$ cat src/rtl/fib_pkg.sv
// Shared types and constants for the Fibonacci responder.
package fib_pkg;

   localparam int N_W   = 8;
   localparam int Y_W   = 32;
   localparam int CNT_W = 16;

   localparam int             FIB_MAX_N = 47;
   localparam logic [Y_W-1:0] FIB_SAT   = 32'hFFFF_FFFF;

   typedef enum logic [1:0] {
      IDLE = 2'd0,
      CALC = 2'd1,
      DONE = 2'd2
   } fib_state_t;

endpackage

$ cat src/rtl/fib_responder.sv
// Request/response Fibonacci calculator: one 32-bit adder iterated in CALC.
// Define FIB_MEMO_EN to keep the last result pair and answer n / n+1 in one edge.
module fib_responder
   import fib_pkg::*;
#(
   parameter int MAX_N = FIB_MAX_N
) (
   input  logic             clock,
   input  logic             reset_n,
   input  logic             req_valid,
   output logic             req_ready,
   input  logic [N_W-1:0]   req_n,
   output logic             rsp_valid,
   input  logic             rsp_ready,
   output logic [Y_W-1:0]   rsp_y,
   output logic             rsp_ovf,
   output logic [CNT_W-1:0] rsp_cnt
);

   fib_state_t         state, state_next;
   logic [Y_W-1:0]     a, b, sum, direct_y;
   logic [N_W-1:0]     count;
   logic               accept, is_ovf, is_direct, last_step, respond;

   assign sum       = a + b;
   assign accept    = req_valid && (state == IDLE);
   assign is_ovf    = req_n > N_W'(MAX_N);
   assign respond   = (state == DONE) && rsp_ready;
   // The accept edge is the first of n edges, so CALC ends one step early.
   assign last_step = (count == N_W'(2));

`ifdef FIB_MEMO_EN
   logic               memo_vld, memo_hit;
   logic [N_W-1:0]     memo_n, calc_n;
   logic [Y_W-1:0]     memo_y0, memo_y1;

   assign memo_hit  = memo_vld && !is_ovf &&
                      ((req_n == memo_n) || (req_n == memo_n + N_W'(1)));
   assign is_direct = is_ovf || (req_n <= N_W'(1)) || memo_hit;

   always_comb begin
      direct_y = Y_W'(req_n);
      if (is_ovf)
         direct_y = FIB_SAT;
      else if (memo_hit)
         direct_y = (req_n == memo_n) ? memo_y0 : memo_y1;
   end

   always_ff @(posedge clock or negedge reset_n) begin
      if (!reset_n) begin
         memo_vld <= 1'b0;
         memo_n   <= '0;
         calc_n   <= '0;
         memo_y0  <= '0;
         memo_y1  <= '0;
      end else begin
         if (accept)
            calc_n <= req_n;
         if ((state == CALC) && last_step) begin
            memo_vld <= 1'b1;
            memo_n   <= calc_n;
            memo_y0  <= sum;
            memo_y1  <= sum + b;
         end
      end
   end
`else
   assign is_direct = is_ovf || (req_n <= N_W'(1));

   always_comb begin
      direct_y = Y_W'(req_n);
      if (is_ovf)
         direct_y = FIB_SAT;
   end
`endif

   always_ff @(posedge clock or negedge reset_n) begin
      if (!reset_n)
         state <= IDLE;
      else
         state <= state_next;
   end

   always_comb begin
      state_next = state;
      case (state)
         IDLE:    if (accept) state_next = is_direct ? DONE : CALC;
         CALC:    if (last_step) state_next = DONE;
         DONE:    if (rsp_ready) state_next = IDLE;
         default: state_next = IDLE;
      endcase
   end

   always_comb begin
      req_ready = (state == IDLE);
      rsp_valid = (state == DONE);
   end

   always_ff @(posedge clock or negedge reset_n) begin
      if (!reset_n) begin
         a       <= '0;
         b       <= '0;
         count   <= '0;
         rsp_y   <= '0;
         rsp_ovf <= 1'b0;
         rsp_cnt <= '0;
      end else begin
         if (accept) begin
            rsp_ovf <= is_ovf;
            if (is_direct) begin
               rsp_y <= direct_y;
            end else begin
               a     <= '0;
               b     <= Y_W'(1);
               count <= req_n;
            end
         end else if (state == CALC) begin
            a     <= b;
            b     <= sum;
            count <= count - N_W'(1);
            if (last_step)
               rsp_y <= sum;
         end
         if (respond)
            rsp_cnt <= rsp_cnt + CNT_W'(1);
      end
   end

endmodule

$ cat config.mk
export PLATFORM = sky130hd
export DESIGN_NAME = fib_responder
export DESIGN_NICKNAME = d
export VERILOG_FILES = /design/src/rtl/fib_pkg.sv /design/src/rtl/fib_responder.sv
export SDC_FILE = /design/constraint.sdc
export NUM_CORES = 1
export LEC_CHECK = 0
export CORE_ASPECT_RATIO = 1.4
export CORE_MARGIN = 3
export CORE_UTILIZATION = 45
export CTS_BUF_LIST = sky130_fd_sc_hd__clkbuf_4
export DETAILED_ROUTE_END_ITERATION = 10
export GPL_TIMING_DRIVEN = 1
export SLEW_MARGIN = 20
export SYNTH_ARGS = -nofsm -noshare
export SYNTH_HDL_FRONTEND = slang
export SYNTH_SLANG_ARGS = --single-unit
$ cat constraint.sdc
create_clock -name clock -period 4 [get_ports clock]
set_input_delay 1.2 -clock clock [delete_from_list [all_inputs] [get_ports clock]]
set_output_delay 1.2 -clock clock [all_outputs]
set_load 0.1 [all_outputs]
## Yosys cells after proc, flatten, opt, wreduce, memory -nomap -nowiden

Cells that the tools add are included.

- Mux-type cells: 19
- Equality and inequality tests: 8
- $add $sub $neg: 3
- Reductions and logical operators: 9
- Magnitude comparators: 2

Operators by type and width:

| cell | number |
|---|---|
| $mux 32 | 11 |
| $add 32x32->32 | 1 |
| $mux 8 | 3 |
| $add 16x1->16 const B | 1 |
| $eq 8x2->1 const B | 1 |
| $gt 8x6->1 const B | 1 |
| $le 8x1->1 const B | 1 |
| $mux 2 | 4 |
| $sub 8x1->8 const B | 1 |
| $ne 2x1->1 const B | 3 |
| $pmux 2 s3 | 1 |
| $reduce_and 3->1 | 2 |
| $ne 2x2->1 const B | 2 |
| $reduce_bool 2->1 | 2 |
| $eq 2x1->1 const B | 1 |
| $eq 2x2->1 const B | 1 |
| $logic_and 1x1->1 | 2 |
| $logic_not 2->1 | 1 |
| $reduce_and 2->1 | 1 |
| $logic_or 1x1->1 | 1 |

- Output and inout bits: 51
- Register bits: 123

## Logic depth before layout (Yosys ltp)

Gate-level depths: netlist of run 1.

- Depth in word-level cells: 5
- Gate-level depth with buffers: 10
- Gate-level depth less buffers: 10

## Worst setup path after synthesis of run 1

Ideal clock, no wire load.

- Kind: register to register
- Start point: register state[1]
- End point: register b[27]
- Period minus slack after synthesis: 3.309 ns
- Data required time: 3.878 ns
- Arrival time: 3.188 ns
- Setup slack: 0.691 ns
- Cell stages (with the launch flop): 9
- Buffers on the path: 3
- Cell sequence: dfrtp_1 nor2_1 nand2_1 nor2_1 clkbuf_1 nor2_1 buf_2 clkbuf_1 a32o_1

- Word-level cells in the longest chain between the ends: 4
- Elaborated cells on any way between the ends: 7
- Classes of those cells: eq/ne: 2; mux: 1; reduce/logical: 4

Ends and longest elaborated chain:

| what | line | source |
|---|---|---|
| start: declaration | fib_responder.sv:20 | `fib_state_t state, state_next;` |
| start signal: assignment | fib_responder.sv:81 | `state <= state_next;` |
| $logic_not 2->1 * | n/a |  |
| via req_ready | fib_responder.sv:11 | `output logic req_ready,` |
| $logic_and 1x1->1 * | fib_responder.sv:26 | `assign accept = req_valid && (state == IDLE);` |
| $ne 2x2->1 (no source line) or $reduce_bool 2->1 (tied branches) | n/a |  |
| $reduce_and 2->1 (no source line) | n/a |  |
| end signal: assignment | fib_responder.sv:119 | `b <= sum;` |
| end: declaration | fib_responder.sv:21 | `logic [Y_W-1:0] a, b, sum, direct_y;` |

Mark *: on every way through the listed nets, which the timed path passes. The rest lies on a longest branch.
A chain may end at the register's enable or synchronous reset.

## Worst setup path in the final report of run 1

- Start point: register rsp_cnt[11]
- End point: output rsp_cnt[11]

RTL lines:

| what | line | source |
|---|---|---|
| start: declaration | fib_responder.sv:17 | `output logic [CNT_W-1:0] rsp_cnt` |
| start signal: assignment | fib_responder.sv:125 | `rsp_cnt <= rsp_cnt + CNT_W'(1);` |

No word-level cell between the ends.

==> metrics.txt, run 1 <==
status=completed; hold bufs inserted after CTS=0; count of routing violations after the opening detailed-route iteration=374; slack of the worst reg-to-reg path=a little under 0.9 ns; number of pins exceeding their max-slew limit in the final report=0; H-tree levels=4; required arrival time at the worst endpoint=2.80 ns; area of combinational cells with multiple inputs=roughly 3700 um^2; total congestion overflow=0; number of global-route vias before repair=~6200; final count of negative-setup-slack endpoints=0; number of antenna violations at the first check in global routing=1; Worst path max stage delay=around 1.2 ns; largest net degree at the start of global routing=124; average cell area after synthesis=8.84 um^2; Post-synth top flop=sky130_fd_sc_hd__dfrtp_1; PD cells=~900 nW/um^2; Synth cell types=67; setup_tns=0 ns; port buffer count=62; per-cell via count in the routed design=just under 6; fraction of post-synthesis cell area in the top cell type by area=44.2%; leakage dissipation=3.65 nW; vias after detailed routing=approximately 6000; count leader, synth=sky130_fd_sc_hd__nand2_1; combined buffer and inverter count along the critical path=1; minimum clock period=about 3.3 ns; die span in x=111 um; Floorplan Core Area=15100 um^2; Worst Tran Pin Value=0.994 ns; Post-Syn Area=6970 um^2; clock latency reported for the late side of the worst-skew pair=between 0.5 and 0.6 ns; Max-cap violations=0; global-route wire length before repair=31300 um; fin worst setup slack=between 0.6 and 0.7 ns; largest vdd supply drop=0.611 mV; number of ports placed on the die boundary=63; beginning of the critical path=rsp_cnt[11]; clock tree from TritonCTS=built; number of DRC violations after detailed routing=0; commonest cells in the netlist=154 x sky130_fd_sc_hd__nand2_1, 123 x sky130_fd_sc_hd__dfrtp_1, 86 x sky130_fd_sc_hd__o21ai_0; Layout area overhead=14.6%; number of cell instances on the worst register-to-register path=9; Max Clock Skew=roughly 0.017 ns; Synth async-reset ratio=100%; Worst R2R End=rsp_y[31]; count of antenna-violating nets left after detailed routing=0; vertical die dimension=153 um; Max transition margin=33.5%; fmax=roughly 300 MHz; share of synthesized area occupied by flip-flops and latches=approximately 44%; synthesized net count=835; capturing instance or port of the critical path=rsp_cnt[11]; Die Footprint=17000 um^2; final wirelength=between 15000 and 20000 um; hpwl dp=13300 um; iteration count of the initial detailed-routing pass=5; Min-Delay Path Depth=1; global-route total usage across every layer=22.8%; final estimated routing congestion in global placement=0.870; number of buffers inserted during clock tree synthesis=17; proportion of layout cells with a drive suffix above 1=8.71%; setup repair after global routing missed its margin=false; type of origin of the critical path=flip-flop; number of sinks on the clock net=123; path type of the worst min-delay path=reg2reg; Levels on crit path=1; Clock Pin Slew Worst Setup and Hold Paths=approximately 0.10 ns; Synth Warn #=0; EDFF count, synth=0; synthesized flop and latch total=123; Crit path arrival time=2.15 ns; cells taking the most area after synthesis=sky130_fd_sc_hd__dfrtp_1 44%, sky130_fd_sc_hd__nand2_1 8.3%, sky130_fd_sc_hd__o21ai_0 6.2%, sky130_fd_sc_hd__ha_1 6.1%, sky130_fd_sc_hd__a21oi_1 4.1%; buffer levels on the longest clock path=2; slowest stage cell, crit path=sky130_fd_sc_hd__clkdlybuf4s50_1; Critical Path Fanout Max=5; final hold violation count=0; area of all sequential standard cells=between 3000 and 4000 um^2; total number of placement rows=53; root buf cell=sky130_fd_sc_hd__clkbuf_4; wire length per cell=~18 um; worst setup path category=reg2out; Crit path max-delay family=buffers and inverters; number of buffers inserted to repair setup after CTS=0; worst reg2reg startpoint=a[5]; cell-by-cell trace of the critical path=clkdlybuf4s50_1; Worst Setup End Kind=output port; number of instances resized during post-cts repair=0; initial core utilization=between 40% and 50%; Net count, final=885; Mapped Cells=approximately 790; worst-case setup slack after placement=0.316 ns; Fillers=1454; post-route clock period utilization=83.7%; cell taking the most area after synthesis=sky130_fd_sc_hd__dfrtp_1
per-stage QoR:
| stage | cells | hold WS, ns | power (mW) | instance area [um^2] | utilization, % |
|---|---|---|---|---|---|
| global placement | 1011 | 0.466 | 6.34 | 7780 | 51.4 |
| finish | 1043 | 0.478 | 7.10 | 7990 | 52.8 |
| detailed placement | 1011 | 0.473 | 6.41 | 7780 | 51.4 |
| floorplan | 788 | 0.457 | 5.30 | 6970 | - |
| global route | 1043 | 0.501 | 7.59 | 7990 | 52.8 |
| CTS | 1042 | 0.489 | 7.14 | 7980 | 52.8 |
metal layers:
metal | global-route usage, % | vias to the layer above | share of wire, %
met4 | 9.16 | 0 | 2.9
met3 | 4.55 | 36 | 4.1
li1 | - | 2902 | -
met5 | 0 | - | 0
met2 | 41.2 | 151 | 53
met1 | 26.3 | 2924 | 40
cells in the final DEF (no fill, tap or decap), types with 15 or more instances in the layout:
| master | n |
|---|---|
| sky130_fd_sc_hd__xnor2_1 | 22 |
| sky130_fd_sc_hd__xor2_1 | 16 |
| sky130_fd_sc_hd__a21oi_1 | 56 |
| sky130_fd_sc_hd__buf_4 | 26 |
| sky130_fd_sc_hd__nor3_1 | 15 |
| sky130_fd_sc_hd__nor2_1 | 42 |
| sky130_fd_sc_hd__a21o_1 | 15 |
| sky130_fd_sc_hd__clkbuf_4 | 20 |
| sky130_fd_sc_hd__ha_1 | 34 |
| sky130_fd_sc_hd__dfrtp_1 | 123 |
| sky130_fd_sc_hd__o21ai_0 | 86 |
| sky130_fd_sc_hd__nand3_1 | 26 |
| sky130_fd_sc_hd__nand2_1 | 154 |
| sky130_fd_sc_hd__clkdlybuf4s50_1 | 49 |
cells by family after synthesis:
logic type,count (synthesis),synth area share [%]
AND/OR/NAND/NOR,290,18.5
flip-flops,123,44.2
AO/OA/AOI/OAI,239,21.9
buffers and inverters,56,3.03
XOR/XNOR,39,5.10
multiplexers,6,0.898
adder cells (fa/ha/maj),35,6.39
flip-flops by register name (all words and copies together), names as in the netlist:
| register | count |
|---|---|
| rsp_ovf | 1 |
| rsp_cnt | 16 |
| a | 32 |
| state | 2 |
| rsp_y | 32 |
| b | 32 |
| count | 8 |
power breakdown:
| part | total (mW) | switching [mW] | internal (mW) |
|---|---|---|---|
| sequential | 2.11 | 0.377 | 1.73 |
| combinational | 4.28 | 3.05 | 1.23 |
| clock | 0.708 | 0.460 | 0.248 |
| total | 7.10 | 3.89 | 3.21 |
cell type report:
type                       count  share of cell area, %
multi-input combinational    609                   46.3
clock buffer                  20                   1.88
timing repair buffer          77                   9.09
clock inverter                11                  0.705
inverter                      10                  0.470
antenna                        1                 0.0313
tap                          192                   3.01
sequential                   123                   38.5
how the worst min path moves through the flow:
stage	start	endpoint	slack [ns]
after floorplan	count[7]	count[7]	0.46
after global placement	rsp_cnt[15]	rsp_cnt[15]	0.47
after detailed placement	rsp_cnt[6]	rsp_cnt[6]	0.47
after CTS	rsp_cnt[15]	rsp_cnt[15]	0.49
after global routing	rsp_cnt[15]	rsp_cnt[15]	0.50
final	rsp_cnt[15]	rsp_cnt[15]	0.48
No activity file was read; power rests on OpenSTA's default activity.
==> run 2, diff against run 1 <==
==> constraint.sdc (replaced) <==
create_clock -name clock -period 3.25 [get_ports clock]
set_input_delay 0.975 -clock clock [delete_from_list [all_inputs] [get_ports clock]]
set_output_delay 0.975 -clock clock [all_outputs]
set_load 0.1 [all_outputs]
==> metrics.txt, run 2 (synthesized netlist as in run 1, its figures left out) <==
status=completed; number of global-route vias before repair=6156 (-0.032%); type of origin of the critical path=flip-flop; hpwl dp=13200 um (-0.95%); power dissipated by switching net loads=4.85 mW (+25%); Clock Pin Slew Worst Setup and Hold Paths=0.12 ns (+0.02 ns); buffer levels on the longest clock path=2 (unchanged); Layout area overhead=15.6%; Crit path max-delay family=compound AO/OA/AOI/OAI gates; count of antenna-violating nets left after detailed routing=0 (unchanged); worst setup path category=reg2reg; final wirelength=18600 um (-2.1%); final count of negative-setup-slack endpoints=0 (unchanged); die span in x=111 um (unchanged); number of pins exceeding their max-slew limit in the final report=0 (unchanged); number of buffers inserted during clock tree synthesis=17 (unchanged); registers with the most flip-flops=a: 32 flops, b: 32 flops, rsp_y: 32 flops; clock latency reported for the late side of the worst-skew pair=0.57 ns (about the same); largest vdd supply drop=0.724 mV (+19%); switching power as a share of total power=54.8% (about the same); worst reg2reg startpoint=b[5]; vias after detailed routing=6140 (+2.1%); Layout Cell Area excl Fill=8060 um^2 (+0.86%); Worst Tran Pin Value=1.07 ns (+0.0775 ns); initial core utilization=46.1% (unchanged); Placed Instance Area=7780 um^2 (about the same); slowest stage cell, crit path=sky130_fd_sc_hd__nor4_1; largest net degree at the start of global routing=48 (-61%); Floorplan Core Area=15100 um^2 (unchanged); total number of placement rows=53 (unchanged); slack of the worst reg-to-reg path=0.20 ns (-0.68 ns); root buf cell=sky130_fd_sc_hd__clkbuf_4; Worst path max stage delay=0.65 ns (-0.52 ns); internal power component=3.99 mW (+24%); number of sinks on the clock net=123 (unchanged); Max-cap violations=0 (unchanged); Crit path arrival time=3.50 ns (+1.35 ns); leakage dissipation=3.78 nW (+3.6%); vertical die dimension=153 um (unchanged); number of DRC violations after detailed routing=0 (unchanged); sequential group share of total power=29.3% (-0.4 points); PD cells=1100 nW/um^2 (+23%); combined buffer and inverter count along the critical path=0 (-1); wire length per cell=17.6 um (-3.4%); final estimated routing congestion in global placement=0.869 (-0.14%); Critical Path Fanout Max=5 (unchanged); H-tree levels=4 (unchanged); fmax=327 MHz; required arrival time at the worst endpoint=3.70 ns (+0.90 ns); setup_tns=0 ns (unchanged); share of total power in the clock network=11.9% (+1.9 points); total congestion overflow=0 (unchanged); minimum clock period=3.05 ns; part of the total power dissipated in combinational logic=58.8% (-1.5 points); global-route wire length before repair=31000 um (-0.88%); clock tree from TritonCTS=built; proportion of layout cells with a drive suffix above 1=14.9% (+6.2 points); leading cell type in the layout, fill and taps excluded=sky130_fd_sc_hd__nand2_1; number of ports placed on the die boundary=63 (unchanged); iteration count of the initial detailed-routing pass=5 (unchanged); Worst Setup End Kind=flip-flop; path type of the worst min-delay path=in2async; hold bufs inserted after CTS=0 (unchanged); global-route total usage across every layer=22.4% (-0.44 points); Worst R2R End=b[28]; per-cell via count in the routed design=5.81 (+0.86%); post-route clock period utilization=94.0%; Max transition margin=27.8% (-5.7 points); port buffer count=62 (unchanged); final hold violation count=0 (unchanged); number of buffers inserted to repair setup after CTS=0 (unchanged); number of antenna violations at the first check in global routing=1 (unchanged); cell-by-cell trace of the critical path=ha_1 > and3_1 > a21boi_1 > o21a_1 > o31a_1 > a211oi_1 > nor4_1 > o21ai_0 > a32o_1; setup repair after global routing missed its margin=false; number of cell instances on the worst register-to-register path=9 (unchanged); top library cells by usage in the layout, fill and taps aside=154 x sky130_fd_sc_hd__nand2_1, 123 x sky130_fd_sc_hd__dfrtp_1, 86 x sky130_fd_sc_hd__o21ai_0; number of instances resized during post-cts repair=0 (unchanged); Die Footprint=17000 um^2 (unchanged); Net count, final=897 (+1.4%); Max Clock Skew=0.0191 ns (+0.00228 ns); count of routing violations after the opening detailed-route iteration=360 (-3.7%)
## run 2: cell type report
cell class	instances	area, um^2
diodes	1	2.50
inverters	10	37.5
repair buffers	89	731
well taps	192	240
clock inverters	15	140
multi-input cells	609	3700
clock buffers	17	128
flip-flops and latches	123	3080
fillers	1453	7060
## run 2: metal layers
| metal | vias up | track usage, % | share of wire, % |
|---|---|---|---|
| met3 | 58 | 4.08 | 4.8 |
| met4 | 0 | 11.5 | 4.4 |
| li1 | 2924 | - | - |
| met5 | - | 0 | 0 |
| met2 | 195 | 38.3 | 50 |
| met1 | 2963 | 26.8 | 40 |
## run 2: worst register-to-register path, stage by stage, from the launching register on
cell                       delay [ns]
sky130_fd_sc_hd__dfrtp_1         0.42
sky130_fd_sc_hd__ha_1            0.37
sky130_fd_sc_hd__and3_1          0.20
sky130_fd_sc_hd__a21boi_1        0.35
sky130_fd_sc_hd__o21a_1          0.19
sky130_fd_sc_hd__o31a_1          0.20
sky130_fd_sc_hd__a211oi_1        0.10
sky130_fd_sc_hd__nor4_1          0.65
sky130_fd_sc_hd__o21ai_0         0.20
sky130_fd_sc_hd__a32o_1          0.28
## run 2: worst max-delay path by stage
stage / endpoint / cells past startpoint / start
final: b[28] / 9 / b[5]
after global routing: b[28] / 9 / b[5]
after CTS: b[28] / 9 / b[5]
after detailed placement: count[2] / 7 / req_n[5]
after global placement: count[2] / 7 / req_n[5]
after floorplan: rsp_cnt[13] / 8 / state[0]
## run 2: per-stage QoR
stage                     setup WS (ns)  hold slack, ns  power [mW]  std cells  util [%]
final                             0.196           0.413        8.84       1056      53.3
after detailed placement         -0.200           0.469        7.83       1023      51.5
after global placement           -0.141           0.468        7.75       1023      51.5
after global routing             0.0282           0.421        9.44       1056      53.3
after floorplan                  0.0326           0.457        6.53        788         -
after CTS                         0.205           0.398        8.90       1055      53.3
## run 2: power by group through the flow
stage          registers [mW]  logic (mW)  clock network (mW)
5_1_grt                  2.68        5.60                1.15
4_1_cts                  2.59        5.22                1.08
3_5_place_dp             2.62        5.21                   0
3_3_place_gp             2.59        5.16                   0
2_1_floorplan            4.16        2.37                   0
6_report                 2.59        5.20                1.05
==> run 3, diff against run 2 <==
--- a/config.mk
+++ b/config.mk
@@ -5,6 +5,7 @@
 export SDC_FILE = /design/constraint.sdc
 export NUM_CORES = 1
 export LEC_CHECK = 0
+export ABC_CLOCK_PERIOD_IN_PS = 3250
 export CORE_ASPECT_RATIO = 1.4
 export CORE_MARGIN = 3
 export CORE_UTILIZATION = 45
==> results of run 3 <==
Same layout as run 2: the final DEF is identical, and so are final timing and power.
